`config.mk`:
```
export PLATFORM = sky130hd
export DESIGN_NAME = seg7_scan_driver
export DESIGN_NICKNAME = d
export VERILOG_FILES = /design/src/rtl/seg7_scan_driver.sv
export SDC_FILE = /design/constraint.sdc
export NUM_CORES = 1
export LEC_CHECK = 0
export BUFFER_PORTS_ARGS = -buffer_cell sky130_fd_sc_hd__buf_2
export CAP_MARGIN = 20
export CORE_MARGIN = 1
export CORE_UTILIZATION = 40
export DETAILED_ROUTE_END_ITERATION = 8
export SLEW_MARGIN = 20
export SYNTH_ARGS = -nofsm -noshare
export SYNTH_HDL_FRONTEND = slang
export SYNTH_SLANG_ARGS = --single-unit
```
`constraint.sdc`:
```
create_clock -name clk_i -period 2.4 [get_ports clk_i]
set_input_delay 0.48 -clock clk_i [delete_from_list [all_inputs] [get_ports clk_i]]
set_output_delay 0.48 -clock clk_i [all_outputs]
set_load 0.005 [all_outputs]
```
`src/rtl/seg7_scan_driver.sv`:
```
`default_nettype none
// +----------------------------------------------------------------------------+
// | seg7_scan_driver: multiplexes packed BCD digits onto a common-anode         |
// | 7-segment display with per-slot dead time and leading-zero blanking.        |
// | Revision: 1.0                                                               |
// +----------------------------------------------------------------------------+
module seg7_scan_driver #(
  parameter int CLK_FREQ_HZ  = 100_000_000,
  parameter int SCAN_HZ      = 1000,
  parameter int NUM_DIGITS   = 4,
  parameter int BLANK_CYCLES = 16,
  parameter int ACTIVE_LOW   = 1
) (
  input  logic                      clk_i,
  input  logic                      rst_ni,
  input  logic                      en_i,
  input  logic [4*NUM_DIGITS-1:0]   digits_i,
  input  logic [NUM_DIGITS-1:0]     dp_i,
  input  logic                      lz_blank_i,
  output logic [NUM_DIGITS-1:0]     an_o,
  output logic [6:0]                seg_o,
  output logic                      dp_o
);

  localparam int SLOT  = CLK_FREQ_HZ / SCAN_HZ;
  localparam int CNT_W = (SLOT > 1) ? $clog2(SLOT) : 1;
  localparam int IDX_W = (NUM_DIGITS > 1) ? $clog2(NUM_DIGITS) : 1;

  localparam logic [CNT_W-1:0] LAST_CNT   = CNT_W'(SLOT - 1);
  localparam logic [CNT_W-1:0] SAMPLE_CNT = CNT_W'(BLANK_CYCLES - 1);
  localparam logic [IDX_W-1:0] LAST_IDX   = IDX_W'(NUM_DIGITS - 1);
  localparam logic             OFF        = (ACTIVE_LOW != 0);

  if (SLOT <= BLANK_CYCLES + 1) begin : g_bad_slot
    $error("seg7_scan_driver: SLOT must exceed BLANK_CYCLES+1");
  end
  if (BLANK_CYCLES < 1) begin : g_bad_blank
    $error("seg7_scan_driver: BLANK_CYCLES must be at least 1");
  end
  if ((NUM_DIGITS < 2) || (NUM_DIGITS > 8)) begin : g_bad_digits
    $error("seg7_scan_driver: NUM_DIGITS must be in 2..8");
  end

  typedef enum logic {
    ST_BLANK = 1'b0,
    ST_SHOW  = 1'b1
  } state_e;

  state_e                  state_q, state_d;
  logic [CNT_W-1:0]        cnt_q, cnt_d;
  logic [IDX_W-1:0]        idx_q, idx_d;
  logic [3:0]              digit_q, digit_d;
  logic                    dp_lat_q, dp_lat_d;
  logic                    blank_q, blank_d;
  logic [NUM_DIGITS-1:0]   an_q, an_d;
  logic [6:0]              seg_q, seg_d;
  logic                    dpo_q, dpo_d;

  logic [NUM_DIGITS-1:0]   digit_zero;
  logic [NUM_DIGITS-1:0]   upper_zero;
  logic [3:0]              sel_digit;
  logic                    sel_dp;
  logic                    sel_upper_zero;
  logic                    blank_now;
  logic [NUM_DIGITS-1:0]   an_act;
  logic [6:0]              seg_act;

  function automatic logic [6:0] bcd_to_seg(input logic [3:0] v);
    logic [6:0] s;
    case (v)
      4'd0:    s = 7'h3F;
      4'd1:    s = 7'h06;
      4'd2:    s = 7'h5B;
      4'd3:    s = 7'h4F;
      4'd4:    s = 7'h66;
      4'd5:    s = 7'h6D;
      4'd6:    s = 7'h7D;
      4'd7:    s = 7'h07;
      4'd8:    s = 7'h7F;
      4'd9:    s = 7'h6F;
      default: s = 7'h40;
    endcase
    return s;
  endfunction

  // upper_zero[k]: digit k and every digit above it read zero
  for (genvar k = 0; k < NUM_DIGITS; k++) begin : g_zero
    assign digit_zero[k] = (digits_i[4*k +: 4] == 4'd0);
    assign upper_zero[k] = &digit_zero[NUM_DIGITS-1:k];
  end

  always_comb begin
    sel_digit      = 4'd0;
    sel_dp         = 1'b0;
    sel_upper_zero = 1'b0;
    for (int k = 0; k < NUM_DIGITS; k++) begin
      if (idx_q == IDX_W'(k)) begin
        sel_digit      = digits_i[4*k +: 4];
        sel_dp         = dp_i[k];
        sel_upper_zero = upper_zero[k];
      end
    end
  end

  assign blank_now = lz_blank_i && (idx_q != '0) && sel_upper_zero;

  always_comb begin
    state_d  = state_q;
    cnt_d    = cnt_q;
    idx_d    = idx_q;
    digit_d  = digit_q;
    dp_lat_d = dp_lat_q;
    blank_d  = blank_q;
    if (!en_i) begin
      state_d = ST_BLANK;
      cnt_d   = '0;
      idx_d   = '0;
    end else begin
      if (cnt_q == LAST_CNT) begin
        cnt_d = '0;
        idx_d = (idx_q == LAST_IDX) ? '0 : idx_q + 1'b1;
      end else begin
        cnt_d = cnt_q + 1'b1;
      end
      case (state_q)
        ST_BLANK: begin
          // Capture once per slot so mid-slot input changes cannot tear the digit
          if (cnt_q == SAMPLE_CNT) begin
            digit_d  = sel_digit;
            dp_lat_d = sel_dp;
            blank_d  = blank_now;
            state_d  = ST_SHOW;
          end
        end
        ST_SHOW: begin
          if (cnt_q == LAST_CNT) begin
            state_d = ST_BLANK;
          end
        end
        default: state_d = ST_BLANK;
      endcase
    end
  end

  // Output registers are loaded from next-state so pins line up with state_q
  always_comb begin
    an_act  = '0;
    seg_act = 7'h00;
    for (int k = 0; k < NUM_DIGITS; k++) begin
      an_act[k] = (idx_d == IDX_W'(k));
    end
    seg_act = blank_d ? 7'h00 : bcd_to_seg(digit_d);
    an_d    = {NUM_DIGITS{OFF}};
    seg_d   = {7{OFF}};
    dpo_d   = OFF;
    if (state_d == ST_SHOW) begin
      an_d  = an_act ^ {NUM_DIGITS{OFF}};
      seg_d = seg_act ^ {7{OFF}};
      dpo_d = dp_lat_d ^ OFF;
    end
  end

  always_ff @(posedge clk_i or negedge rst_ni) begin
    if (!rst_ni) begin
      state_q  <= ST_BLANK;
      cnt_q    <= '0;
      idx_q    <= '0;
      digit_q  <= 4'd0;
      dp_lat_q <= 1'b0;
      blank_q  <= 1'b0;
      an_q     <= {NUM_DIGITS{OFF}};
      seg_q    <= {7{OFF}};
      dpo_q    <= OFF;
    end else begin
      state_q  <= state_d;
      cnt_q    <= cnt_d;
      idx_q    <= idx_d;
      digit_q  <= digit_d;
      dp_lat_q <= dp_lat_d;
      blank_q  <= blank_d;
      an_q     <= an_d;
      seg_q    <= seg_d;
      dpo_q    <= dpo_d;
    end
  end

  assign an_o  = an_q;
  assign seg_o = seg_q;
  assign dp_o  = dpo_q;

endmodule
`default_nettype wire

```
==> metrics, run 1 <==
slowest cell delay on critical path=0.41 ns; clk_skew=0.00332 ns; Worst Tran Pin Value=0.824 ns; dpl hpwl=3200 um; hold-fix buffers at CTS=0; register area share after synthesis=45.6%; maximum VDD drop=0.000243 V; CP max FO=3; FF+latch count, synth=38; Tmin final=2.40 ns; Post-synth ARST share=100%; failing checks=negative setup slack; Arrival @ worst endpoint=2.61 ns; Detail Route Antenna Nets=0; Critical Path RT=2.61 ns; crit-path cells=nor4_4 > nand2_2 > buf_6 > nor4_4 > buf_4 > o21ai_2 > buf_6 > buf_6 > ha_4 > inv_2 > a211oi_2 > o21ai_1; ant diodes=0; Overflow after GRT=0; Syn Std Cell Area=2120 um2; Max Slew Vio Count=0; synth-to-layout area growth=31.2%; gr usage total=16.5%; pin count of the biggest net entering global routing=39; clk slew on worst S/H paths=0.07 ns; Die Span Y=74.8 um; fin area=2780 um2; Cell Pwr Density=508 nW/um2; cell taking the most area after synthesis=dfrtp_1; most used cell, CP=buf_6; max-cap violations=0; die width=74.8 um; cells on worst reg2reg path=12; Initial Utilization=41.5%; EDFF count, synth=0; H-tree Lvls=2; Final Hold Fails=0; worst-skew pair later-pin latency=0.29 ns; fill count=455; I/O Pins=36; Hold WC Path Type=in2async; fmax=0.416 GHz; GPL Wtd Cong=0.857; RSZ-0062 raised after global routing=yes; initial antenna violation count=0; Power Total=1.41 mW; area share of the largest cell type after synthesis=30.7%; first-pass GRT wire length=6870 um; WP depth=12; detailed-route via count=1695; Slew Limit Headroom=45.1%; area occupied by multi-input gates=1180 um2; leakage=1.21 nW; drt pass-1 iters=4; final setup margin=-0.00239 ns; CTS tree=done; layout cells sized above 1=39.4%; CTS Root Buffer Type=clkbuf_8; Top FF cell, synth=dfrtp_1; syn_nets=251; Worst setup SP type=flip-flop; Yosys warning total=0; syn avg cell area=9.81 um2; register area=967 um2; crit path kind=reg2reg; cells after synthesis=216; routed len/inst=12.4 um; critical path's top delay family=simple AND/OR/NAND/NOR gates; final period utilization=100%; maximum clock path buffer count=2; Core Box Area=5110 um2; port bufs=35; Num CTS Buffers=5; run status=finished with violations; critical path capture point type=flip-flop; initial drt markers=108; Synth area leaders=dfrtp_1 31%, dfstp_2 15%, ha_1 6.5%; number of nets in the layout=311; # clock sinks=38; Setup Viol. Count Final=1; Slowest cell on crit path=dfrtp_1; placed inst area=2500 um2; # DRC=0; CP bufs+invs=5; routed vias/inst=4.88; WL final=4310 um; final setup TNS=-0.00239 ns; synth unique cells=45; cell row count=26; Die Area=5590 um2; vias in the first global route=1581
-- Yosys cell counts (all sizes together) (2+ instances only) --
master	instances
a211oi	2
and2	4
nand2	22
nand3b	4
dfrtp	26
nor2	25
buf	2
xnor2	6
nor4	8
nand4	3
ha	11
clkbuf	3
nor3	5
mux2	3
mux2i	7
xor2	9
a21oi	11
and3	2
inv	12
o21ai	8
o211ai	3
dfstp	12
nand2b	6
nand3	10
-- sequential cells by signal, summed over array words and instances (netlist names) --
signal    count
an_o          4
blank_q       1
cnt_q        17
digit_q       4
dp_lat_q      1
dp_o          1
idx_q         2
seg_o         7
state_q       1
-- repair_timing --
action / 4_1_cts / 5_1_grt
pin swaps: 2 / 13
setup endpoints to repair: 5 / 5
setup buffers: 0 / 5
resized for setup: 5 / 18
-- metrics by stage --
step	util (%)	hold slack (ns)	setup WS [ns]	std cells
CTS	52.2	0.309	0.0357	342
finish	54.4	0.282	-0.00239	347
floorplan	-	0.184	0.000195	216
detailed placement	49.0	0.485	-0.0921	334
global route	54.4	0.347	-0.131	347
global placement	49.0	0.479	-0.0746	334
-- worst register-to-register path, delay by kind of cell, from the launching register on --
kind            cells  cell delay (ns)
flops               1             0.41
compound gates      3             0.36
simple gates        3             0.72
fa+ha+maj           1             0.26
buf+inv             5             0.57
-- cell usage in the layout, fill, tap and decap left out, drive strengths merged, types with 2 or more instances in the layout --
cell and count:
mux2 3, nand2b 6, dfstp 12, o21ai 8, nand2 22, nor3 5
bufinv 2, nor4 8, nand4 3, buf 58, nand3 10, xnor2 6
mux2i 7, o211ai 3, and3 2, a21oi 11, nand3b 4, nor2 25
inv 12, and2 4, a211oi 2, xor2 9, dfrtp 26, ha 11
clkbuf 6
-- cell type report --
type / count / share of cell area [%]
clock inverter: 2 / 2.16
timing repair buffer: 58 / 12.9
tap: 70 / 3.15
clock buffer: 6 / 2.97
inverter: 12 / 1.62
multi-input combinational: 161 / 42.4
sequential: 38 / 34.8
-- path summary, 6_finish.rpt --
| kind | startpoint | end | slack [ns] |
|---|---|---|---|
| max | cnt_q[15] | seg_o[3] | -0.002 |
| min | rst_ni | cnt_q[0] | 0.28 |
| max reg2reg | cnt_q[15] | seg_o[3] | -0.002 |
| min reg2reg | dp_lat_q | dp_lat_q | 0.49 |
| max in group asynchronous | rst_ni | idx_q[0] | 1.56 |
| min in group clk_i | en_i | cnt_q[4] | 0.49 |
-- layer usage --
layer	global-route usage (%)	routed length, um	vias up	part of all wire, %
li1	-	-	859	-
met3	4.55	166	6	3.9
met2	27.5	2120	37	49
met5	0	0	-	0
met4	5.66	61	0	1.4
met1	20.6	1960	793	45
-- logic make-up (layout without fill, tap and decap cells) --
| family | count (synthesis) | count (layout) | synth area share (%) |
|---|---|---|---|
| and+or+nand+nor | 94 | 94 | 23.9 |
| DFF | 38 | 38 | 45.6 |
| AOI/OAI and AO/OA | 31 | 31 | 9.45 |
| adders and majority gates | 11 | 11 | 6.50 |
| buffers and inverters | 17 | 78 | 3.13 |
| xor gates and xnor gates | 15 | 15 | 6.20 |
| muxes | 10 | 10 | 5.26 |
-- report_power, final --
| part | internal, mW | switching (mW) | total [mW] |
|---|---|---|---|
| clock network | 0.443 | 0.226 | 0.669 |
| registers | 0.647 | 0.00514 | 0.652 |
| logic | 0.0404 | 0.0493 | 0.0897 |
| total | 1.13 | 0.281 | 1.41 |
(Power assumes the default switching activity.)
==> run 2: changes to the inputs <==
--- a/config.mk
+++ b/config.mk
@@ -7,10 +7,14 @@
 export LEC_CHECK = 0
 export BUFFER_PORTS_ARGS = -buffer_cell sky130_fd_sc_hd__buf_2
 export CAP_MARGIN = 20
+export CELL_PAD_IN_SITES_DETAIL_PLACEMENT = 0
+export CELL_PAD_IN_SITES_GLOBAL_PLACEMENT = 1
 export CORE_MARGIN = 1
-export CORE_UTILIZATION = 40
+export CORE_UTILIZATION = 39
 export DETAILED_ROUTE_END_ITERATION = 8
+export PLACE_DENSITY_LB_ADDON = 0.1
 export SLEW_MARGIN = 20
 export SYNTH_ARGS = -nofsm -noshare
 export SYNTH_HDL_FRONTEND = slang
 export SYNTH_SLANG_ARGS = --single-unit
+export TNS_END_PERCENT = 1
==> run 2 against run 1 <==
Compared with the run above: the flow now finishes without violations; setup slack improved by 0.086 ns; clock power about the same; global-route usage is 0.68 points higher; sequential share of layout area rose by 0.58 points; largest cell class unchanged; largest power group unchanged.
==> metrics, run 2 (synthesis results as in run 1) <==
gr usage total=17.2%; ant diodes=0; Largest Register=cnt_q; clk slew on worst S/H paths=0.07 ns; CTS tree=done; maximum VDD drop=0.000300 V; Cell Pwr Density=514 nW/um2; RSZ-0062 raised after global routing=yes; CTS Root Buffer Type=clkbuf_8; Comb power frac=5.9%; most frequent cells in the layout=35 x buf_2, 26 x dfrtp_1, 25 x nor2_1; Die Area=5730 um2; # clock sinks=38; port bufs=35; # DRC=0; GPL Wtd Cong=0.807; cell row count=26; Worst setup SP type=flip-flop; I/O Pins=36; slowest cell delay on critical path=0.42 ns; Worst Tran Pin Value=0.841 ns; worst-skew pair later-pin latency=0.29 ns; Die Span Y=75.7 um; most used cell, CP=o21ai_1; sequential fraction of design power=46.4%; Critical Path RT=2.61 ns; Setup Viol. Count Final=0; fin area=2730 um2; die width=75.7 um; run status=completed; Initial Utilization=41.0%; placed inst area=2510 um2; dpl hpwl=3310 um; routed vias/inst=5.05; routed len/inst=12.9 um; vias in the first global route=1544; Overflow after GRT=0; Slowest cell on crit path=dfrtp_1; maximum clock path buffer count=2; Tmin final=2.32 ns; Detail Route Antenna Nets=0; max FFs per register=17; area occupied by multi-input gates=1130 um2; fill count=486; Num CTS Buffers=5; Final Hold Fails=0; drt pass-1 iters=4; fmax=0.432 GHz; critical path capture point type=flip-flop; Slew Limit Headroom=44.0%; crit-path cells=nor4_2 > nand2_2 > nor4_4 > mux2i_2 > inv_2 > ha_4 > o21ai_1 > mux2i_1 > a211oi_1 > o21ai_1; initial drt markers=94; hold-fix buffers at CTS=0; sw frac=19.9%; initial antenna violation count=0; Hold WC Path Type=in2async; WL final=4500 um; layout cells sized above 1=36.7%; Max Slew Vio Count=0; Net Sw Power=280 uW; Clk pwr share=47.7%; Reg2Reg Setup Slack=0.08 ns; clk_skew=0.00442 ns; crit path kind=reg2reg; final period utilization=96.5%; Power Internal=1.12 mW; detailed-route via count=1756; max-cap violations=0; Core Box Area=5170 um2; number of nets in the layout=312; CP max FO=4; Arrival @ worst endpoint=2.52 ns; leakage=1.20 nW; register area=966 um2; commonest non-fill, non-tap cell in the layout=buf_2; H-tree Lvls=2; Core Util, Final=52.8%; synth-to-layout area growth=28.9%; pin count of the biggest net entering global routing=39; first-pass GRT wire length=7270 um
## run 2: power by group through the flow
stage               registers (mW)  clock network [mW]  logic [mW]
global route                 0.653               0.729      0.0941
CTS                          0.652               0.697      0.0814
global placement             0.663                   0      0.0810
floorplan                    0.662                   0      0.0337
detailed placement           0.663                   0      0.0808
finish                       0.652               0.671      0.0822
## run 2: routing by layer
layer / track usage (%) / up-vias / share of wire (%)
met5: 0 / - / 0
met4: 5.97 / 0 / 1.1
met3: 3.97 / 6 / 4.5
met2: 27.2 / 50 / 49
met1: 23.1 / 832 / 46
li1: - / 868 / -
## run 2: metrics by stage
step / TNS (ns) / setup slack (ns) / power [mW] / hold slack (ns) / instances
6_report: 0 / 0.0833 / 1.41 / 0.291 / 348
5_1_grt: -0.0574 / -0.0574 / 1.48 / 0.371 / 348
4_1_cts: 0 / 0.0186 / 1.43 / 0.319 / 344
3_5_place_dp: -0.0294 / -0.0286 / 0.744 / 0.477 / 335
3_3_place_gp: -0.0487 / -0.0226 / 0.744 / 0.483 / 335
2_1_floorplan: 0 / 0.000195 / 0.696 / 0.184 / 216
## run 2: final cells by class
cell class	instances	share of cell area [%]
Sequential cell	38	35.4
Tap cell	70	3.21
Inverter	12	1.65
Clock inverter	2	2.20
Multi-Input combinational cell	161	41.5
Timing Repair Buffer	59	13.0
Clock buffer	6	3.02
## run 2: final timing paths
check / start / endpoint / cells after the start
min in group clk_i: en_i / cnt_q[4] / 2
worst min register to register: dp_lat_q / dp_lat_q / 1
worst max-delay path: cnt_q[14] / seg_o[3] / 10
worst max register to register: cnt_q[14] / seg_o[3] / 10
worst min-delay path: rst_ni / cnt_q[7] / 1
max in group asynchronous: rst_ni / cnt_q[4] / 1
## run 2: critical path, delay by kind of cell, from the launching register on
family                     cells  cell delay (ns)
adders and majority gates      1             0.16
and+or+nand+nor                3             0.76
muxes                          2             0.40
DFF                            1             0.42
buffers and inverters          1             0.09
AOI/OAI and AO/OA              3             0.40
## run 2: what timing repair did
| item | 4_1_cts | 5_1_grt |
|---|---|---|
| resized for setup | 1 | 10 |
| endpoints found under the setup margin | 4 | 6 |
| buffers inserted | 1 | 4 |
| endpoints found under the hold margin | 0 | 0 |
| pin swaps | 1 | 6 |
